**src/rtl/inning_tracker_pkg.sv**
```systemverilog
// inning_tracker_pkg: shared FSM encoding, winner codes, 7-seg glyphs and popcount helper.
package inning_tracker_pkg;

    typedef enum logic [1:0] {
        ST_TOP    = 2'd0,
        ST_BOTTOM = 2'd1,
        ST_FINAL  = 2'd2
    } state_e;

    localparam logic [1:0] WINNER_NONE = 2'b00;
    localparam logic [1:0] WINNER_AWAY = 2'b01;
    localparam logic [1:0] WINNER_HOME = 2'b10;
    localparam logic [1:0] WINNER_TIE  = 2'b11;

    // Active-high segments {g,f,e,d,c,b,a} for hex digits 0..F.
    localparam logic [6:0] SEG_GLYPH [16] = '{
        7'h3F, 7'h06, 7'h5B, 7'h4F, 7'h66, 7'h6D, 7'h7D, 7'h07,
        7'h7F, 7'h6F, 7'h77, 7'h7C, 7'h39, 7'h5E, 7'h79, 7'h71
    };

    function automatic logic [2:0] popcount4(input logic [3:0] v);
        return 3'(v[0]) + 3'(v[1]) + 3'(v[2]) + 3'(v[3]);
    endfunction

endpackage

```
**src/rtl/inning_seg7_dec.sv**
```systemverilog
// inning_seg7_dec: inning value to 7-seg glyph, forced to 'F' once the game is final.
module inning_seg7_dec
    import inning_tracker_pkg::*;
(
    input  logic [3:0] value_i,
    input  logic       final_i,
    output logic [6:0] seg_o
);

    assign seg_o = final_i ? SEG_GLYPH[15] : SEG_GLYPH[value_i];

endmodule

```
**src/rtl/inning_tracker.sv**
```systemverilog
// inning_tracker: inning/half sequencing, per-team saturating run totals and game-end decisions.
module inning_tracker
    import inning_tracker_pkg::*;
#(
    parameter int LAST_INNING = 9,
    parameter int MAX_INNING  = 12,
    parameter int RUN_W       = 6
) (
    input  logic             clk_divided,
    input  logic             reset_n,
    input  logic             change_pulse,
    input  logic [3:0]       add_to_score_pulse,
    output logic [3:0]       inning,
    output logic             half,
    output logic [RUN_W-1:0] runs_away,
    output logic [RUN_W-1:0] runs_home,
    output logic             game_over,
    output logic [1:0]       winner,
    output logic             play_enable,
    output logic [6:0]       inning_seg7
);

    localparam logic [3:0] LAST = 4'(LAST_INNING);
    localparam logic [3:0] MAX  = 4'(MAX_INNING);
    localparam int         SW   = RUN_W + 1;

    state_e           state_q, state_d;
    logic [3:0]       inning_q, inning_d;
    logic             half_q, half_d;
    logic [RUN_W-1:0] away_q, away_d, home_q, home_d;
    logic [1:0]       winner_q, winner_d;
    logic             game_over_q, play_enable_q;
    logic [6:0]       seg_q, seg_d;
    logic [2:0]       n;
    logic [RUN_W:0]   away_sum, home_sum;
    logic [RUN_W-1:0] away_new, home_new;

    assign n        = popcount4(add_to_score_pulse);
    assign away_sum = {1'b0, away_q} + SW'(n);
    assign home_sum = {1'b0, home_q} + SW'(n);
    assign away_new = away_sum[RUN_W] ? '1 : away_sum[RUN_W-1:0];
    assign home_new = home_sum[RUN_W] ? '1 : home_sum[RUN_W-1:0];

    // Runs are credited before the transition decision so same-cycle score+change uses new totals.
    always_comb begin
        state_d  = state_q;
        inning_d = inning_q;
        half_d   = half_q;
        away_d   = away_q;
        home_d   = home_q;
        winner_d = winner_q;
        if (state_q == ST_TOP) begin
            away_d = away_new;
            if (change_pulse) begin
                if (inning_q >= LAST && home_q > away_new) begin
                    state_d  = ST_FINAL;
                    winner_d = WINNER_HOME;
                end else begin
                    state_d = ST_BOTTOM;
                    half_d  = 1'b1;
                end
            end
        end else if (state_q == ST_BOTTOM) begin
            home_d = home_new;
            if (inning_q >= LAST && home_new > away_q) begin
                state_d  = ST_FINAL;
                winner_d = WINNER_HOME;
            end else if (change_pulse) begin
                if (inning_q < LAST || (away_q == home_new && inning_q < MAX)) begin
                    state_d  = ST_TOP;
                    half_d   = 1'b0;
                    inning_d = inning_q + 4'd1;
                end else begin
                    state_d  = ST_FINAL;
                    winner_d = (away_q > home_new) ? WINNER_AWAY : WINNER_TIE;
                end
            end
        end
    end

    inning_seg7_dec u_seg7 (
        .value_i (inning_d),
        .final_i (state_d == ST_FINAL),
        .seg_o   (seg_d)
    );

    always_ff @(posedge clk_divided or negedge reset_n) begin
        if (!reset_n) begin
            state_q       <= ST_TOP;
            inning_q      <= 4'd1;
            half_q        <= 1'b0;
            away_q        <= '0;
            home_q        <= '0;
            winner_q      <= WINNER_NONE;
            game_over_q   <= 1'b0;
            play_enable_q <= 1'b1;
            seg_q         <= SEG_GLYPH[1];
        end else begin
            state_q       <= state_d;
            inning_q      <= inning_d;
            half_q        <= half_d;
            away_q        <= away_d;
            home_q        <= home_d;
            winner_q      <= winner_d;
            game_over_q   <= (state_d == ST_FINAL);
            play_enable_q <= (state_d != ST_FINAL);
            seg_q         <= seg_d;
        end
    end

    assign inning      = inning_q;
    assign half        = half_q;
    assign runs_away   = away_q;
    assign runs_home   = home_q;
    assign game_over   = game_over_q;
    assign winner      = winner_q;
    assign play_enable = play_enable_q;
    assign inning_seg7 = seg_q;

endmodule

```
**config.mk**
```make
export PLATFORM = sky130hd
export DESIGN_NAME = inning_tracker
export DESIGN_NICKNAME = d
export VERILOG_FILES = /design/src/rtl/inning_tracker_pkg.sv /design/src/rtl/inning_seg7_dec.sv /design/src/rtl/inning_tracker.sv
export SDC_FILE = /design/constraint.sdc
export NUM_CORES = 1
export LEC_CHECK = 0
export ABC_AREA = 1
export BUFFER_PORTS_ARGS = -buffer_cell sky130_fd_sc_hd__buf_2
export CAP_MARGIN = 20
export CELL_PAD_IN_SITES_DETAIL_PLACEMENT = 0
export CELL_PAD_IN_SITES_GLOBAL_PLACEMENT = 1
export CORE_ASPECT_RATIO = 1.4
export CORE_MARGIN = 3
export CORE_UTILIZATION = 42
export DETAILED_ROUTE_END_ITERATION = 16
export PLACE_DENSITY = 0.8
export RECOVER_POWER = 25
export SLEW_MARGIN = 20
export SYNTH_ARGS = -nofsm -noshare
export SYNTH_HDL_FRONTEND = slang
export SYNTH_SLANG_ARGS = --single-unit
```
**constraint.sdc**
```tcl
create_clock -name clk_divided -period 4.4 [get_ports clk_divided]
set_input_delay 0.88 -clock clk_divided [delete_from_list [all_inputs] [get_ports clk_divided]]
set_output_delay 0.88 -clock clk_divided [all_outputs]
set_load 0.1 [all_outputs]
```
==> impl_results.md <==
* Initial core utilization at 0.4348
* Clk_skew at ~14 ps
* Max-cap viol count at 1
* Max FO, Critical Path at 4
* Syn avg cell area at 7.957 sq um
* Clk sinks at 30
* Vias in the first global route at roughly 2,200
* Core area at ~5200 sq um
* Final std cell area, no fill at between 3000 and 4000 sq um
* Area contributors post-synth: dfrtp_1 29%, ha_1 14%, nand2_1 12%
* Period minus WS final at between 4000 and 5000 ps
* CTS tree: yes
* Net Count, Synth at around 320
* Pin count of the biggest net entering global routing at 31
* Antenna-violating nets left at 0
* Static Leak at around 1.6 nW
* EDFF count, synth at 0
* CTS Buffer Depth at 2
* Final Non-Filler Cells at about 430
* Final Hold Viols at 0
* Post-Place Cells at 407
* Gp weighted congestion at slightly below 0.9
* Total Power at approximately 1 mW
* Leading area contributor after synthesis: dfrtp_1
* Crit Path Category: primary input to flop
* Post-Syn Instances at around 280
* Residual DRC count at 0
* Max_slew headroom at -0.1041
* Worst reg2reg setup slack at ~1100 ps
* CTS root buf: clkbuf_8
* Global-route wire length before repair at about 10000 um
* Worst hold path type: flop to flop
* Post-synth ARST share at 1.000
* Pwr dens at ~300 nW/um^2
* Fill count at ~460
* Sequential fraction of the synthesis area at 0.3344
* DR pass1 iterations at 4
* Worst-Margin Slew at roughly 1700 ps
* Layout cells sized above 1 at 0.4242
* Die Ht at between 90 and 100 um
* RSZ-0062 raised after global routing: yes
* Endpoints failing setup at 1
* Die area at roughly 6300 sq um
* Initial antenna violation count at 0
* Startpoint types: primary input
* Critical Path AT at 4610 ps
* Drt wl/cell at ~14 um
* Drt initial violations at 56
* Layout Nets at 397
* Post-synth top flop: dfrtp_1
* Critical Path End Type: flop
* Setup Total Neg Slack at -20.83 ps
* WL final at 6136 um
* Ports at 35
* Total grt overflow at 0
* Yosys Warn Count at 0
* Htree depth at 2
* Fmax at about 230 MHz
* Clock Latency Late Sink at just under 300 ps
* Placed cell area at approximately 2700 sq um
* Peak supply drop at approximately 0.17 mV
* Worst EP required at ~4600 ps
* Clock-pin slew on the worst setup and hold paths at roughly 70 ps
* Synth unique cells at 33
* I/O Buffers at 34
* Status: finished with violations
* N_diodes at 0
* Synth top area share at 0.2879
* Setup slack after layout at -20.83 ps
* Sequential cell area at 755.7 sq um
* Vias per cell at between 5 and 6
* Violated checks: capacitance limit, slew limit, setup timing
* Most numerous cell in the Yosys netlist: nand2_1
* Via count at approximately 2,200
* Post-synth top cells: 75 x nand2_1, 33 x inv_1, 26 x dfrtp_1
* Die Width at 67.99 um
* Multi-input gate area at about 1600 sq um
* Post-Syn Area at between 2000 and 2500 sq um
* Crit share post-route at 1.005
* Final Max Slew Viols at 31
* Seq cells post-synth at 30
* Cts bufs inserted at 5
* DP HPWL at 4530 um
* GRT Total Usage at 0.2119
* Area Growth Syn to Fin at 44.91%
* Row count at 31
==> layer usage <==
metal,GRT usage,up-vias,part of all wire
met5,0,-,0
met1,0.2163,1037,0.37
met3,0.04369,12,0.033
met2,0.3854,41,0.57
met4,0.1111,0,0.029
li1,-,1084,-
==> repair_timing <==
item / 4_1_cts / 5_1_grt
resized for setup: 14 / 55
pin swaps: 11 / 37
setup buffers: 4 / 10
cloned: 0 / 0
endpoints found under the setup margin: 9 / 11
hold buffers: 0 / 0
==> cell families after synthesis <==
| kind of cell | synth area share |
|---|---|
| compound gates | 0.1157 |
| xor+xnor | 0.01938 |
| fa+ha+maj | 0.1650 |
| buf+inv | 0.06312 |
| flops | 0.3344 |
| simple gates | 0.3023 |
==> layout by cell type, fill, tap and decap left out, types with 4 or more instances in the layout <==
master    netlist  layout
nand2_1        75      63
buf_2           0      32
inv_1          33      30
buf_4           1      29
dfrtp_1        26      26
nor2_1         21      16
nand3_1        18      16
ha_1           25      15
o21ai_0        20      14
nand2_2         8      12
nand2_4         4      12
buf_6           0       8
a21oi_1         9       7
ha_4            0       7
clkbuf_8        0       6
nor2_4          3       5
inv_2           2       5
nand4_1         5       5
nor2_2          1       4
dfstp_2         4       4
==> final timing paths <==
path | from | to | cells past startpoint
max in group asynchronous | reset_n | inning[2] | 1
min reg2reg | half | half | 2
max | add_to_score_pulse[3] | inning_seg7[3] | 25
max reg2reg | runs_home[0] | inning_seg7[3] | 21
min | half | half | 2
min in group asynchronous | reset_n | runs_home[3] | 1
==> stage by stage <==
stage | worst slack (ps) | hold WS, ps | util
3_5_place_dp | -514.7 | 464.3 | 0.5253
3_3_place_gp | -503.7 | 463.2 | 0.5253
6_report | -20.83 | 475.7 | 0.6300
4_1_cts | 1.248 | 480.3 | 0.5684
5_1_grt | -152.1 | 494.3 | 0.6300
2_1_floorplan | 16.69 | 584.4 | -
==> cell type report <==
cell class / count / share of cell area
multi-input cells: 217 / 0.5029
repair buffers: 72 / 0.1563
clock buffers: 6 / 0.02522
clock inverters: 2 / 0.01834
flip-flops and latches: 30 / 0.2308
inverters: 36 / 0.04127
well taps: 66 / 0.02522
==> critical path, stage by stage <==
cell and delay, ps:
buf_6 90, fa_1 510, ha_4 190, ha_4 240, buf_6 120, fa_2 340, nand2_2 100, nand2_4 70
nand2_4 80, nor2_4 50, buf_6 110, or2_4 250, ha_4 260, nand2_2 40, inv_2 70, nand3_4 80
a21oi_4 220, buf_6 130, nand4_1 130, nand2_4 160, ha_4 210, nand2_2 60, nand2_2 50, nor2_1 90
nor2_1 40
==> power by group <==
| group | internal [mW] | total [mW] | leakage (nW) | switching (mW) |
|---|---|---|---|---|
| registers | 0.280 | 0.282 | 0.310 | 0.00142 |
| logic | 0.152 | 0.342 | 1.24 | 0.190 |
| clock network | 0.242 | 0.361 | 0.0714 | 0.119 |
| total | 0.674 | 0.984 | 1.62 | 0.310 |
==> registers in the layout, summed over array words and instances (netlist names) <==
| name | cells |
|---|---|
| runs_away | 6 |
| play_enable | 1 |
| winner | 2 |
| inning | 4 |
| runs_home | 6 |
| inning_seg7 | 7 |
| half | 1 |
| game_over | 1 |
| state_q | 2 |
(Power assumes the default switching activity.)
